File: src/rtl/regfile.sv
// -----------------------------------------------------------------------------
// regfile
//
// General-purpose register file for the MIPS core: 32 x 32-bit registers,
// two combinational read ports (rs, rt) and one synchronous write port that
// takes a one-hot write select straight from the write-address decoder.
// Register 0 is hard-wired to zero.
//
// Ports
//   clk            in   1       rising-edge clock
//   rst            in   1       synchronous active-high reset, clears everything
//   ena            in   1       core enable; 0 freezes all state
//   we             in   1       write enable from write-back
//   one_hot_waddr  in   NREG    one-hot write select, bit i selects register i
//   wdata          in   DATA_W  write data
//   raddr1         in   5       rs read address
//   raddr2         in   5       rt read address
//   rdata1         out  DATA_W  rs read data (with same-cycle write bypass)
//   rdata2         out  DATA_W  rt read data (with same-cycle write bypass)
//   waddr_err      out  1       sticky: a write was attempted with a
//                               non-one-hot select; cleared only by rst
// -----------------------------------------------------------------------------
module regfile #(
    parameter int DATA_W = 32,
    parameter int NREG   = 32
) (
    input  logic              clk,
    input  logic              rst,
    input  logic              ena,
    input  logic              we,
    input  logic [NREG-1:0]   one_hot_waddr,
    input  logic [DATA_W-1:0] wdata,
    input  logic [4:0]        raddr1,
    input  logic [4:0]        raddr2,
    output logic [DATA_W-1:0] rdata1,
    output logic [DATA_W-1:0] rdata2,
    output logic              waddr_err
);

    logic [DATA_W-1:0] reg_q [NREG];
    logic              waddr_err_q;
    logic              waddr_err_d;

    logic              wr_attempt;
    logic              sel_onehot;
    logic              wr_valid;
    logic [NREG-1:0]   wsel;

    // A write attempt is qualified by the core enable; the select must then
    // be exactly one-hot to be accepted.
    assign wr_attempt = ena & we;
    assign sel_onehot = $onehot(one_hot_waddr);
    assign wr_valid   = wr_attempt & sel_onehot;

    // Per-register write strobes. Bit 0 is masked so r0 can never be written
    // and never bypasses; a write aimed at r0 is simply dropped.
    always_comb begin
        wsel    = one_hot_waddr & {NREG{wr_valid}};
        wsel[0] = 1'b0;
    end

    // Error flag accumulates malformed attempts; frozen by ena like all state.
    assign waddr_err_d = waddr_err_q | (wr_attempt & ~sel_onehot);

    always_ff @(posedge clk) begin
        if (rst) begin
            for (int i = 0; i < NREG; i++) begin
                reg_q[i] <= '0;
            end
            waddr_err_q <= 1'b0;
        end else begin
            for (int i = 1; i < NREG; i++) begin
                if (wsel[i]) begin
                    reg_q[i] <= wdata;
                end
            end
            if (ena) begin
                waddr_err_q <= waddr_err_d;
            end
        end
    end

    // Read muxes. A pending valid write to the addressed register is forwarded
    // so read-after-write has zero effective latency. wsel[0] is always 0, so
    // the r0 case falls through to the explicit zero.
    always_comb begin
        if (wsel[raddr1]) begin
            rdata1 = wdata;
        end else if (raddr1 == 5'd0) begin
            rdata1 = '0;
        end else begin
            rdata1 = reg_q[raddr1];
        end
    end

    always_comb begin
        if (wsel[raddr2]) begin
            rdata2 = wdata;
        end else if (raddr2 == 5'd0) begin
            rdata2 = '0;
        end else begin
            rdata2 = reg_q[raddr2];
        end
    end

    assign waddr_err = waddr_err_q;

endmodule

File: config.mk
export PLATFORM = sky130hd
export DESIGN_NAME = regfile
export DESIGN_NICKNAME = d
export VERILOG_FILES = /design/src/rtl/regfile.sv
export SDC_FILE = /design/constraint.sdc
export NUM_CORES = 2
export LEC_CHECK = 0
export CAP_MARGIN = 5
export CORE_MARGIN = 3
export CORE_UTILIZATION = 45
export CTS_CLUSTER_DIAMETER = 80
export DETAILED_ROUTE_END_ITERATION = 8
export DONT_BUFFER_PORTS = 1
export GPL_TIMING_DRIVEN = 0
export PLACE_DENSITY = 0.68
export SETUP_SLACK_MARGIN = 0.15
export SYNTH_ARGS = -nofsm -noshare
export SYNTH_HDL_FRONTEND = slang
export SYNTH_SLANG_ARGS = --single-unit
File: constraint.sdc
create_clock -name clk -period 11.22 [get_ports clk]
set_input_delay 2.805 -clock clk [delete_from_list [all_inputs] [get_ports clk]]
set_output_delay 2.805 -clock clk [all_outputs]
set_load 0.01 [all_outputs]
==> results.ini <==
[timing]
report.final.slew_viol_count = 2
rsz0062_at_grt = true
max-slew-margin-rel = -0.06694
finalCritPeriodShare = 0.9813
final_hold_violations = 0
timing_worst_slew_pin_value_ns = 1.560
fin_worst_skew_ns = 0
finalWorstPathRequiredPeriod_ns = 11.01
timing.fmax_ghz = 0.09083
min_hold_slack_ns = 0.5699
report.final.setup_viol = 0

[clock_tree]
cts_hold_buffers = 0
tritoncts = yes
clk_pin_slew_ns = 0.06
cts.htree.levels = 3
numClockSinks = 993
cts-root-buf = clkbuf_16
tritoncts.num_buffers = 102
clock_latency_ns = 0.67
cts_max_path_buffers = 3

[global_route]
grt_start_max_net_pins = 33
grt_first_pass_wirelength_microns = 229900
globalRouteOverflowTotal = 0
grt_antenna_before_repair = 4
gr-usage-all-layers = 0.2793
first_global_vias = 32610

[logic_synthesis]
synthesis.area_per_instance_sq_um = 15.51
synth_top_area_share = 0.5916
synth_seq_cells = 993
yosys-top-cells-area = edfxtp_1 (59%), mux4_2 (20%), nor2_1 (4.8%), a22oi_1 (2.4%), mux2i_1 (2.0%)
synth.cell_area_sq_um = 50350
synthDominantAreaCellType = edfxtp_1
synth_sequential_area_ratio = 0.5920
postSynthNetCount = 3356
yosysWarningCount = 0
ys_types = 47
async_sr_flop_fraction = 0
yosys_most_used_dff = edfxtp_1
post_synth_edffs = 992
netlist_instances = 3247

[route]
vias_per_cell = 6.657
num_vias = 33000
drt-total-wl_microns = 164600
firstDrtPassIters = 6
route.antenna.remaining_nets = 0
avgRoutedWirePerCell_microns = 33.21
route.detailed.drc = 0
detailed_router_s_first_iteration_violation_count = 5323

[outcome]
run_status = finished with violations
violated_checks = max-capacitance violations, max-slew violations

[pwr]
pwr_density_cell_nw_per_um2 = 178.8
cellInternalPower_w = 0.007221
power.static_leakage_nw = 18.77
power_frac_clock = 0.322
p_sw_w = 0.002828
power.share.switching = 0.2814
seq_power_share = 0.481
power.ir.vdd_worst_v = 0.0001435
combPwrFrac = 0.197

[placement]
buffer_ports.inserted = 0
post-place-cells = 4764
place.gp.congestion = 0.9718
half_perimeter_wire_length_of_the_detailed_placement_result_microns = 122000

[finish]
nets = 3495
layout_commonest_cell = edfxtp_1
mostFrequentLayoutCells = edfxtp_1 (992), nor2_1 (646), mux4_2 (457), clkbuf_1 (222), a22oi_1 (158)
syn2layout_area_growth_pct = 11.64
post_route_cells_drive_above_1_share = 0.2501
instances_no_fill = 4957

[critical_path]
worstSetupPathType = input port to output port
critical_path.startpoint_type = input port
capturing_element_type_of_the_critical_path = output port
critical_path_peak_fanout = 10
critPathRequiredTime_ns = 8.42
critical_path_arrival_ns = 8.20

[floorplan]
die-area_sq_um = 115900
core_region_area_sq_um = 110800
number_of_placement_rows = 122
ioPinCount = 143
dieWidth_microns = 340.5
die_height_microns = 340.5
initial_core_util = 0.4544

[flow_run]
maxCapViolations = 1

[hold_path]
hold_path_class = flip-flop to flip-flop

[sequential cells by signal (all words and copies together), names as in the netlist]
name,cells
waddr_err,1
reg_q,992
[power by group through the flow]
stage	combinational [W]	clock [W]	sequential, W
after floorplan	0.00123	0	0.00482
after global placement	0.00179	0	0.00487
after detailed placement	0.00186	0	0.00490
after CTS	0.00190	0.00324	0.00482
after global routing	0.00207	0.00338	0.00488
final	0.00198	0.00324	0.00483
[through the flow]
stage / setup slack, ns / TNS, ns / area [sq um] / utilization / total power [W]
6_report: 0.2100 / 0 / 56220 / 0.5073 / 0.01005
5_1_grt: 0.08989 / 0 / 56200 / 0.5071 / 0.01033
4_1_cts: 0.1715 / 0 / 56090 / 0.5062 / 0.009958
3_5_place_dp: -0.7299 / -10.83 / 52840 / 0.4768 / 0.006762
3_3_place_gp: -0.6900 / -9.122 / 52210 / 0.4712 / 0.006665
2_1_floorplan: 0.7033 / 0 / 50350 / - / 0.006049
[path summary, 6_finish.rpt]
check / cells past startpoint / endpoint / startpoint / slack [ns]
hold / removal: 2 / waddr_err / waddr_err / 0.57
setup reg to reg: 2 / waddr_err / waddr_err / 10.53
setup / recovery: 18 / rdata1[4] / one_hot_waddr[5] / 0.21
hold reg to reg: 2 / waddr_err / waddr_err / 0.57
[synth_stat cells, types with 54 or more instances]
master	n
a221oi_1	68
a22oi_1	158
buf_2	97
clkbuf_1	201
edfxtp_1	992
inv_1	104
mux2_2	66
mux2i_1	101
mux4_2	457
nand2b_1	54
nor2_1	646
[timing repair]
item	4_1_cts	5_1_grt
gates resized for setup	23	20
gates cloned	0	1
buffers inserted	4	1
pin swaps	1	1
endpoints found under the setup margin	45	62
[layer usage]
| layer | vias to the layer above | GRT usage | routed length (microns) |
|---|---|---|---|
| li1 | 13160 | - | - |
| met1 | 16880 | 0.3727 | 57980 |
| met2 | 2573 | 0.4195 | 74150 |
| met3 | 382 | 0.1008 | 24700 |
| met4 | 4 | 0.1108 | 7677 |
| met5 | - | 0 | 122 |
[worst max-delay path: stages]
cell	delay, ns
inv_8	0.02
fa_1	0.55
inv_2	0.06
fa_1	0.55
fa_1	0.45
fa_1	0.47
fa_1	0.53
inv_2	0.05
fa_1	0.49
inv_2	0.05
ha_4	0.26
or4b_4	0.47
nor3_4	0.13
o2111a_1	0.21
buf_6	0.16
o31ai_4	0.23
buf_12	0.27
mux2i_4	0.41
[layout make-up]
| class | count | area, sq um |
|---|---|---|
| repair buffers | 35 | 653.1 |
| plain buffers | 334 | 1520 |
| diodes | 7 | 17.52 |
| clock buffers | 126 | 2673 |
| inverters | 106 | 405.4 |
| clock inverters | 54 | 391.6 |
| fillers | 9282 | 54610 |
| well taps | 1488 | 1862 |
| flip-flops and latches | 993 | 29810 |
| multi-input cells | 1814 | 18880 |
[logic make-up (layout without fill, tap and decap cells)]
kind of cell               Yosys count  count (layout)  synth area share
and+or+nand+nor                    769             769           0.06163
buffers and inverters              440             655           0.03755
AOI/OAI and AO/OA                  385             385           0.05718
other                                0               7                 0
adders and majority gates           31              31           0.01128
muxes                              629             629            0.2404
DFF                                993             993            0.5920
Note: power is estimated with default switching activity, not from simulation.
